File: config.mk
export PLATFORM = sky130hd
export DESIGN_NAME = eeprom_writer_flat
export DESIGN_NICKNAME = d
export VERILOG_FILES = /design/src/rtl/eeprom_writer_if.sv /design/src/rtl/eeprom_writer.sv /design/src/flat_wrapper.sv
export SDC_FILE = /design/constraint.sdc
export NUM_CORES = 1
export LEC_CHECK = 0
export CAP_MARGIN = 40
export CORE_MARGIN = 8
export CORE_UTILIZATION = 41
export CTS_BUF_LIST = sky130_fd_sc_hd__clkbuf_16
export CTS_CLUSTER_SIZE = 14
export DETAILED_ROUTE_END_ITERATION = 8
export GPL_TIMING_DRIVEN = 0
export PLACE_DENSITY = 0.68
export SETUP_SLACK_MARGIN = 0.3
export SLEW_MARGIN = 20
export SYNTH_ARGS = -nofsm -noshare
export SYNTH_HDL_FRONTEND = slang
export SYNTH_SLANG_ARGS = --single-unit
export TNS_END_PERCENT = 1
File: constraint.sdc
create_clock -name raw_clk -period 6.3 [get_ports raw_clk]
set_input_delay 0.63 -clock raw_clk [delete_from_list [all_inputs] [get_ports raw_clk]]
set_output_delay 0.63 -clock raw_clk [all_outputs]
set_load 0.03 [all_outputs]
File: src/rtl/eeprom_writer_if.sv
// eeprom_writer_if: CPU request/status signals plus the four Microwire pins
// of the AT93C86A, bundled for eeprom_writer.
// master = CPU/EEPROM side, slave = the write controller itself.
interface eeprom_writer_if;
  logic [10:0] address;
  logic [7:0]  data_in;
  logic        strobe;
  logic        eeprom_cs;
  logic        eeprom_clk;
  logic        eeprom_di;
  logic        eeprom_do;
  logic        ready;
  logic        error;

  modport master (
    output address, data_in, strobe, eeprom_do,
    input  eeprom_cs, eeprom_clk, eeprom_di, ready, error
  );

  modport slave (
    input  address, data_in, strobe, eeprom_do,
    output eeprom_cs, eeprom_clk, eeprom_di, ready, error
  );
endinterface

File: src/rtl/eeprom_writer.sv
// eeprom_writer: single-byte write controller for an AT93C86A (x8, 2048 x 8)
// Microwire EEPROM. A strobe runs EWEN, WRITE, a ready/busy poll on DO and a
// CS release, then reports done on ready and a write-cycle timeout on error.
// Optional build macro EEPROM_AUTO_EWDS_EN: when defined, an EWDS command is
// shifted after the poll so the part is left write-protected after each write.
module eeprom_writer #(
  parameter int HALF_PERIOD    = 8,
  parameter int CS_GAP         = 4,
  parameter int STATUS_DELAY   = 4,
  parameter int TIMEOUT_CYCLES = 120000
) (
  input  logic           raw_clk,
  input  logic           reset_n,
  eeprom_writer_if.slave bus
);

  localparam int DLY_MAX_HG = (HALF_PERIOD > CS_GAP) ? HALF_PERIOD : CS_GAP;
  localparam int DLY_MAX    = (DLY_MAX_HG > STATUS_DELAY) ? DLY_MAX_HG : STATUS_DELAY;
  localparam int DLY_W      = $clog2(DLY_MAX + 1);

  localparam logic [DLY_W-1:0] HALF_LAST   = DLY_W'(HALF_PERIOD - 1);
  localparam logic [DLY_W-1:0] GAP_LAST    = DLY_W'(CS_GAP - 1);
  localparam logic [DLY_W-1:0] STATUS_WAIT = DLY_W'(STATUS_DELAY);
  localparam logic [16:0]      TMO_LAST    = 17'(TIMEOUT_CYCLES - 1);

  localparam logic [13:0] EWEN_CMD = 14'b10011000000000;
  localparam logic [13:0] EWDS_CMD = 14'b10000000000000;

  typedef enum logic [3:0] {
    ST_IDLE,
    ST_EWEN,
    ST_GAP1,
    ST_WRITE,
    ST_GAP2,
    ST_POLL,
    ST_GAP3,
    ST_EWDS,
    ST_FINISH
  } state_t;

  state_t           state_q, state_d;
  logic             cs_q, cs_d;
  logic             clk_q, clk_d;
  logic             di_q, di_d;
  logic             ready_q, ready_d;
  logic             error_q, error_d;
  logic [10:0]      addr_q, addr_d;
  logic [7:0]       data_q, data_d;
  logic [21:0]      sr_q, sr_d;
  logic [4:0]       bit_q, bit_d;
  logic [DLY_W-1:0] dly_q, dly_d;
  logic [16:0]      tmo_q, tmo_d;
  logic [4:0]       shift_last;
  logic             poll_done;

  // Next-state logic: sequences commands, bit cells, CS gaps and the busy poll.
  always_comb begin
    state_d    = state_q;
    cs_d       = cs_q;
    clk_d      = clk_q;
    di_d       = di_q;
    ready_d    = ready_q;
    error_d    = error_q;
    addr_d     = addr_q;
    data_d     = data_q;
    sr_d       = sr_q;
    bit_d      = bit_q;
    dly_d      = dly_q;
    tmo_d      = tmo_q;
    poll_done  = 1'b0;
    shift_last = (state_q == ST_WRITE) ? 5'd21 : 5'd13;

    case (state_q)
      ST_IDLE: begin
        cs_d    = 1'b0;
        clk_d   = 1'b0;
        di_d    = 1'b0;
        ready_d = 1'b1;
        bit_d   = '0;
        dly_d   = '0;
        if (bus.strobe) begin
          addr_d  = bus.address;
          data_d  = bus.data_in;
          error_d = 1'b0;
          ready_d = 1'b0;
          cs_d    = 1'b1;
          sr_d    = {EWEN_CMD, 8'h00};
          // every Microwire command opens with its start bit
          di_d    = 1'b1;
          state_d = ST_EWEN;
        end
      end

      ST_EWEN, ST_WRITE, ST_EWDS: begin
        if (dly_q == HALF_LAST) begin
          dly_d = '0;
          if (!clk_q) begin
            clk_d = 1'b1;
          end else begin
            clk_d = 1'b0;
            if (bit_q == shift_last) begin
              cs_d  = 1'b0;
              di_d  = 1'b0;
              bit_d = '0;
              if (state_q == ST_EWEN) begin
                state_d = ST_GAP1;
              end else if (state_q == ST_WRITE) begin
                state_d = ST_GAP2;
              end else begin
                state_d = ST_FINISH;
              end
            end else begin
              sr_d  = {sr_q[20:0], sr_q[21]};
              di_d  = sr_q[20];
              bit_d = bit_q + 5'd1;
            end
          end
        end else begin
          dly_d = dly_q + 1'b1;
        end
      end

      ST_GAP1, ST_GAP2, ST_GAP3: begin
        if (dly_q == GAP_LAST) begin
          dly_d = '0;
          cs_d  = 1'b1;
          if (state_q == ST_GAP1) begin
            sr_d    = {3'b101, addr_q, data_q};
            di_d    = 1'b1;
            state_d = ST_WRITE;
          end else if (state_q == ST_GAP2) begin
            di_d    = 1'b0;
            tmo_d   = '0;
            state_d = ST_POLL;
          end else begin
            sr_d    = {EWDS_CMD, 8'h00};
            di_d    = 1'b1;
            state_d = ST_EWDS;
          end
        end else begin
          dly_d = dly_q + 1'b1;
        end
      end

      ST_POLL: begin
        tmo_d = tmo_q + 17'd1;
        if (dly_q != STATUS_WAIT) begin
          dly_d = dly_q + 1'b1;
        end else if (bus.eeprom_do) begin
          poll_done = 1'b1;
        end
        if (!poll_done && (tmo_q == TMO_LAST)) begin
          error_d   = 1'b1;
          poll_done = 1'b1;
        end
        if (poll_done) begin
          cs_d  = 1'b0;
          dly_d = '0;
`ifdef EEPROM_AUTO_EWDS_EN
          state_d = ST_GAP3;
`else
          state_d = ST_FINISH;
`endif
        end
      end

      ST_FINISH: begin
        cs_d    = 1'b0;
        clk_d   = 1'b0;
        di_d    = 1'b0;
        ready_d = 1'b1;
        state_d = ST_IDLE;
      end

      default: begin
        state_d = ST_IDLE;
      end
    endcase
  end

  // State and registered pin outputs; a low reset_n abandons any command.
  always_ff @(posedge raw_clk) begin
    if (!reset_n) begin
      state_q <= ST_IDLE;
      cs_q    <= 1'b0;
      clk_q   <= 1'b0;
      di_q    <= 1'b0;
      ready_q <= 1'b1;
      error_q <= 1'b0;
      addr_q  <= '0;
      data_q  <= '0;
      sr_q    <= '0;
      bit_q   <= '0;
      dly_q   <= '0;
      tmo_q   <= '0;
    end else begin
      state_q <= state_d;
      cs_q    <= cs_d;
      clk_q   <= clk_d;
      di_q    <= di_d;
      ready_q <= ready_d;
      error_q <= error_d;
      addr_q  <= addr_d;
      data_q  <= data_d;
      sr_q    <= sr_d;
      bit_q   <= bit_d;
      dly_q   <= dly_d;
      tmo_q   <= tmo_d;
    end
  end

  assign bus.eeprom_cs  = cs_q;
  assign bus.eeprom_clk = clk_q;
  assign bus.eeprom_di  = di_q;
  assign bus.ready      = ready_q;
  assign bus.error      = error_q;

endmodule

File: src/flat_wrapper.sv
// flat-port wrapper written by rule: the top's interface ports become plain ports
module eeprom_writer_flat 
#(
  parameter int HALF_PERIOD    = 8,
  parameter int CS_GAP         = 4,
  parameter int STATUS_DELAY   = 4,
  parameter int TIMEOUT_CYCLES = 120000
)
  (raw_clk, reset_n, bus_address, bus_data_in, bus_strobe, bus_eeprom_do, bus_eeprom_cs, bus_eeprom_clk, bus_eeprom_di, bus_ready, bus_error);
  eeprom_writer_if bus_i ();
  input  logic raw_clk;
  input  logic reset_n;
  input wire logic [$bits(bus_i.address)-1:0] bus_address;
  input wire logic [$bits(bus_i.data_in)-1:0] bus_data_in;
  input wire logic [$bits(bus_i.strobe)-1:0] bus_strobe;
  input wire logic [$bits(bus_i.eeprom_do)-1:0] bus_eeprom_do;
  output wire logic [$bits(bus_i.eeprom_cs)-1:0] bus_eeprom_cs;
  output wire logic [$bits(bus_i.eeprom_clk)-1:0] bus_eeprom_clk;
  output wire logic [$bits(bus_i.eeprom_di)-1:0] bus_eeprom_di;
  output wire logic [$bits(bus_i.ready)-1:0] bus_ready;
  output wire logic [$bits(bus_i.error)-1:0] bus_error;
  assign bus_i.address = bus_address;
  assign bus_i.data_in = bus_data_in;
  assign bus_i.strobe = bus_strobe;
  assign bus_i.eeprom_do = bus_eeprom_do;
  assign bus_eeprom_cs = bus_i.eeprom_cs;
  assign bus_eeprom_clk = bus_i.eeprom_clk;
  assign bus_eeprom_di = bus_i.eeprom_di;
  assign bus_ready = bus_i.ready;
  assign bus_error = bus_i.error;
  eeprom_writer #(.HALF_PERIOD(HALF_PERIOD), .CS_GAP(CS_GAP), .STATUS_DELAY(STATUS_DELAY), .TIMEOUT_CYCLES(TIMEOUT_CYCLES)) u_core (.raw_clk(raw_clk), .reset_n(reset_n), .bus(bus_i));
endmodule
Yosys cells after proc, flatten, opt, wreduce, memory -nomap -nowiden
Index checks and enable logic that the tools add are counted.
{"block": "totals", "output_inout_bits": 5, "register_bits": 76, "input_bits": 23}
{"block": "classes", "n_eq_ne": 25, "n_addsub": 3, "n_mux": 60, "reduce_logical": 25}
{"operator": "22-bit two-way mux", "n": 7}
{"operator": "22-bit case mux with 3 select lines", "n": 1}
{"operator": "4-bit two-way mux", "n": 13}
{"operator": "17-bit two-way mux", "n": 3}
{"operator": "17-bit case mux with 2 select lines", "n": 1}
{"operator": "4-bit case mux with 4 select lines", "n": 2}
{"operator": "1-bit two-way mux", "n": 22}
{"operator": "4-bit by 3-bit == test with 1-bit output (second input constant)", "n": 5}
{"operator": "5-bit two-way mux", "n": 4}
{"operator": "17-bit by 1-bit adder with 17-bit output (second input constant)", "n": 1}
{"operator": "17-bit == test (second input constant)", "n": 1}
{"operator": "2-bit by 1-bit inequality test with 1-bit output (second input constant)", "n": 7}
{"operator": "4-bit by 2-bit == test with 1-bit output (second input constant)", "n": 3}
{"operator": "6-bit AND reduction", "n": 2}
{"operator": "5-bit case mux with 2 select lines", "n": 1}
{"operator": "2-bit nonzero test", "n": 5}
{"operator": "4-bit AND reduction", "n": 2}
{"operator": "4-bit nonzero test", "n": 2}
{"operator": "7-bit AND reduction", "n": 1}
{"operator": "2-bit inequality test (second input constant)", "n": 3}
{"operator": "1-bit case mux with 2 select lines", "n": 3}
{"operator": "2-bit AND reduction", "n": 3}
{"operator": "3-bit AND reduction", "n": 2}
{"operator": "3-bit OR reduction", "n": 2}
{"operator": "other kinds (17)", "n": 17}

Depth between registers and ports, before layout
{"block": "logic_depth", "ltp_word": 9, "depth_mapped": 8, "ltp_nobuf": 7}

Least setup slack after synthesis
OpenSTA, ideal clock, no wires.
{"block": "synth_timing", "path_kind": "register to register", "from": "reg u_core.dly_q[0]", "to": "reg u_core.sr_q[19]", "slack_ps": 4191, "required_time_ps": 6178, "stages_incl_launch_ff": 8, "setup_time_ps": 122, "t_arrival_ps": 1987, "cell_sequence": "dfxtp_1 ha_1 or3b_4 buf_6 nor3_4 o32ai_2 or2_4 o311a_1"}
{"block": "synth_via", "elab_chain_len": 3, "elab_cells_between_ends": 5, "cone_classes": "4 x eq/ne; 1 x reduce/logical"}
{"element": "start: declaration", "line": "eeprom_writer.sv:51", "text": "logic [DLY_W-1:0] dly_q, dly_d;"}
{"element": "start signal: assignment", "line": "eeprom_writer.sv:207", "text": "dly_q <= dly_d;"}
{"element": "4-bit by 2-bit == test with 1-bit output / 4-bit by 3-bit == test with 1-bit output (equally long branches)", "line": "eeprom_writer.sv:124, eeprom_writer.sv:95"}
{"element": "2-bit by 1-bit inequality test with 1-bit output (no line)"}
{"element": "7-bit AND reduction (no line) (*)"}
{"element": "end signal: assignment", "line": "eeprom_writer.sv:205", "text": "sr_q <= sr_d;"}
{"element": "end: declaration", "line": "eeprom_writer.sv:49", "text": "logic [21:0] sr_q, sr_d;"}
Mark *: on every way between the ends. The rest lies on a longest branch, timed or not.
A chain may end at the register's enable or synchronous reset.

Final worst setup path
{"block": "layout_timing", "from": "reg u_core.dly_q[0]", "to": "reg u_core.tmo_q[2]"}
{"block": "layout_via", "elab_chain_len": 3}
{"element": "4-bit by 2-bit == test with 1-bit output", "line": "eeprom_writer.sv:124", "text": "if (dly_q == GAP_LAST) begin"}
{"element": "2-bit by 1-bit inequality test with 1-bit output (no line)"}
{"element": "4-bit AND reduction (no line)"}
{"element": "end signal: assignment", "line": "eeprom_writer.sv:208", "text": "tmo_q <= tmo_d;"}
{"element": "end: declaration", "line": "eeprom_writer.sv:52", "text": "logic [16:0] tmo_q, tmo_d;"}
Every way passes these cells.

==> PnR_summary.wiki <==
{| class="wikitable"
! Metric !! Value
|-
| Outcome || finished clean
|-
| Category of the worst setup path launch point || flip-flop
|-
| Final total negative setup slack || 0 ps
|-
| Power per Cell Area || ~440 nW/um2
|-
| Number of H-tree levels || 3
|-
| Post-route minimum period || 2480 ps
|-
| Global-route usage over all layers || 15.0%
|-
| Met2 wire length || 4110 um
|-
| Number of buffers inserted by port buffering || 26
|-
| Post-detailed-routing wire length || 8900 um
|-
| Clock tree buffer depth || 2
|-
| Signed area change from the synthesized netlist to the final layout || 19.4%
|-
| Data arrival at the endpoint of the critical path || 2700 ps
|-
| Vertical extent of the die || 112 um
|-
| Worst Slack Setup Final || 3820 ps
|-
| Number of warnings printed during yosys synthesis || 0
|-
| Number of synthesized flops with an enable pin || 0
|-
| Synth Instances || 440
|-
| Count of boundary I/O pins || 28
|-
| Count of maximum capacitance violations || 0
|-
| Post-CTS Setup Bufs || 0
|-
| Post-synthesis area per instance || 8.52 um2
|-
| Total count of hold-check failures in the final report || 0
|-
| Num Clock Sinks || 76
|-
| Library cell used as clock root buffer || sky130_fd_sc_hd__clkbuf_16
|-
| Proportion of layout cells with a drive suffix above 1 || 10.8%
|-
| Clock transition at path regs || 60 ps
|-
| Post-Synthesis Cell Area || 3750 um2
|-
| Via Count || 3248
|-
| Kind of end point of the critical path || flip-flop
|-
| Layout fillers || 867
|-
| Top-area cell type share of the netlist area || around two fifths
|-
| Actual transition at the worst max-transition pin || 833 ps
|-
| Floorplan die area || 12500 um2
|-
| Critical path fanouts, max || 10
|-
| Final max-slew violation count || 0
|-
| Primary FF master, synth || sky130_fd_sc_hd__dfxtp_1
|-
| # setup viols final || 0
|-
| DR WL met3 || between 300 and 400 um
|-
| Top-count cell post-synth || sky130_fd_sc_hd__dfxtp_1
|-
| Wire length of the first global-routing pass || about 15000 um
|-
| Number of distinct library cell variants in the gate-level netlist after synthesis || 66
|-
| Slew Limit Headroom || 44.0%
|-
| Top area cells in the synthesized netlist || sky130_fd_sc_hd__dfxtp_1, sky130_fd_sc_hd__nand2_1, sky130_fd_sc_hd__a211oi_1
|-
| Worst IR drop on VDD || approximately 0.00018 V
|-
| Final net count || 506
|-
| Detail-routed via count per cell || 5.47
|-
| Post-route clock skew || just under 7 ps
|-
| Yosys top cell by area || sky130_fd_sc_hd__dfxtp_1
|-
| X dimension of the die || 112 um
|-
| Nets in the synthesized netlist || 468
|-
| Unrepaired setup endpoints after global routing || no
|-
| Leakage dissipation || 1.58 nW
|-
| Post-cts sizing count || 0
|-
| Type of the setup path with the least slack || flip-flop to flip-flop
|-
| Final cell utilization of the core || 49.4%
|-
| Row cnt || 35
|-
| Share of the clock period used by the worst path || between 30% and 40%
|-
| Starting Density || 41.3%
|-
| Register area share after synthesis || 40.6%
|-
| Core area || 9060 um2
|-
| DRT antenna net count || 0
|-
| Share of flip-flops with an asynchronous set or reset after synthesis || 0%
|-
| Top cells by instance count after synthesis || sky130_fd_sc_hd__dfxtp_1, sky130_fd_sc_hd__nand2_1, sky130_fd_sc_hd__a21oi_1, sky130_fd_sc_hd__inv_1, sky130_fd_sc_hd__nor2_1
|-
| Max Freq || 402 MHz
|-
| Pin count of the biggest net entering global routing || 15
|-
| DRT Pass-1 Iters || 4
|-
| RD Place Congestion || 0.827
|-
| Antenna violations before repair || 0
|-
| Synth Register Bits || 76
|-
| Critical path data required time || 6520 ps
|-
| Vias in the first global route || approximately 3200
|-
| Hold buffers post-CTS || 0
|-
| CTS Buf Count || 9
|-
| Clock latency reported for the late side of the worst-skew pair || 330 ps
|-
| HPWL after detailed placement || 6270 um
|-
| Highest metal layer with signal wires || met4
|-
| Met1 WL || 4300 um
|-
| Grt ovf || 0
|-
| Post-detailed-route DRC marker count || 0
|-
| Routed wirelength normalized by instance count || 15.0 um
|-
| TritonCTS clock tree || done
|-
| Worst hold path class || flip-flop to flip-flop
|-
| Antenna diode instance count || 0
|-
| Worst-case setup slack after placement || 3840 ps
|-
| Starting DRC count in detailed routing || approximately 120
|}
## flip-flops by register name, summed over array words and instances, names as in the netlist
register,cells
u_core.bus.ready,1
u_core.tmo_q,17
u_core.bus.eeprom_cs,1
u_core.state_q,4
u_core.bus.eeprom_clk,1
u_core.bit_q,5
u_core.data_q,8
u_core.bus.eeprom_di,1
u_core.bus.error,1
u_core.sr_q,22
u_core.addr_q,11
u_core.dly_q,4
## worst max-delay path: stages (launching register included)
cell and delay (ps):
sky130_fd_sc_hd__dfxtp_1 400, sky130_fd_sc_hd__ha_1 300, sky130_fd_sc_hd__or3b_4 410, sky130_fd_sc_hd__buf_6 140, sky130_fd_sc_hd__o31ai_1 680, sky130_fd_sc_hd__buf_2 370, sky130_fd_sc_hd__nor2_1 80
## cells in the final DEF, fill, tap and decap left out, types with 3 or more instances in the layout
cell	count
sky130_fd_sc_hd__nor2_1	27
sky130_fd_sc_hd__nand2b_1	5
sky130_fd_sc_hd__ha_1	5
sky130_fd_sc_hd__nand4_1	4
sky130_fd_sc_hd__a211oi_1	23
sky130_fd_sc_hd__o22ai_1	3
sky130_fd_sc_hd__xor2_1	4
sky130_fd_sc_hd__nand3_1	12
sky130_fd_sc_hd__and4_1	5
sky130_fd_sc_hd__a21oi_1	31
sky130_fd_sc_hd__clkbuf_1	17
sky130_fd_sc_hd__nand2_1	50
sky130_fd_sc_hd__inv_1	31
sky130_fd_sc_hd__nor4_1	5
sky130_fd_sc_hd__buf_2	3
sky130_fd_sc_hd__a22o_1	17
sky130_fd_sc_hd__buf_6	7
sky130_fd_sc_hd__nor2b_1	4
sky130_fd_sc_hd__nor3_1	23
sky130_fd_sc_hd__clkdlybuf4s50_1	26
sky130_fd_sc_hd__a31o_2	4
sky130_fd_sc_hd__clkinv_4	3
sky130_fd_sc_hd__a31oi_1	3
sky130_fd_sc_hd__o21ai_0	11
sky130_fd_sc_hd__dfxtp_1	76
sky130_fd_sc_hd__clkbuf_16	9
sky130_fd_sc_hd__xnor2_1	11
sky130_fd_sc_hd__or3_1	6
## layout make-up
class	count	area, um2	share of cell area, %
Tap cell	111	139	3.10
Timing Repair Buffer	27	265	5.93
Inverter	32	120	2.68
Buffer	31	200	4.47
Clock buffer	9	225	5.03
Sequential cell	76	1520	34.0
Multi-Input combinational cell	301	1910	42.6
Clock inverter	7	98.8	2.21
## metrics by stage
stage                     power (mW)  std cells  hold slack [ps]  cell area, um2
final                           1.95        594              453            4480
after global routing            2.08        594              475            4480
after CTS                       1.95        593              458            4470
after detailed placement        1.40        577              447            4150
after global placement          1.37        577              444            4150
after floorplan                 1.20        440              433            3750
## cells by family after synthesis
kind of cell,Yosys count,synth area share (%)
XOR/XNOR,15,3.51
adder cells (fa/ha/maj),5,1.67
multiplexers,2,0.534
buffers and inverters,63,8.55
AO/OA/AOI/OAI,115,22.2
AND/OR/NAND/NOR,164,22.9
flip-flops,76,40.6
## path summary, 6_finish.rpt
check / slack [ps] / start / cells past startpoint / to
worst max-delay path: 3820 / u_core.dly_q[0] / 6 / u_core.tmo_q[2]
worst min-delay path: 450 / u_core.data_q[3] / 2 / u_core.data_q[3]
worst min register to register: 450 / u_core.data_q[3] / 2 / u_core.data_q[3]
worst max register to register: 3820 / u_core.dly_q[0] / 6 / u_core.tmo_q[2]
## where the power goes
part           total (mW)  internal, mW  switching, mW  leakage (nW)
sequential          0.624         0.575         0.0496         0.621
combinational       0.775         0.313          0.462         0.797
clock               0.552         0.349          0.203         0.158
total                1.95          1.24          0.715          1.58
## metal layers
layer  vias up  global-route usage, %
met5         -                      0
li1       1641                      -
met1      1545                   19.2
met2        50                   23.4
met4         0                   7.02
met3        12                   3.30
Power figures use the tool's default switching activity.
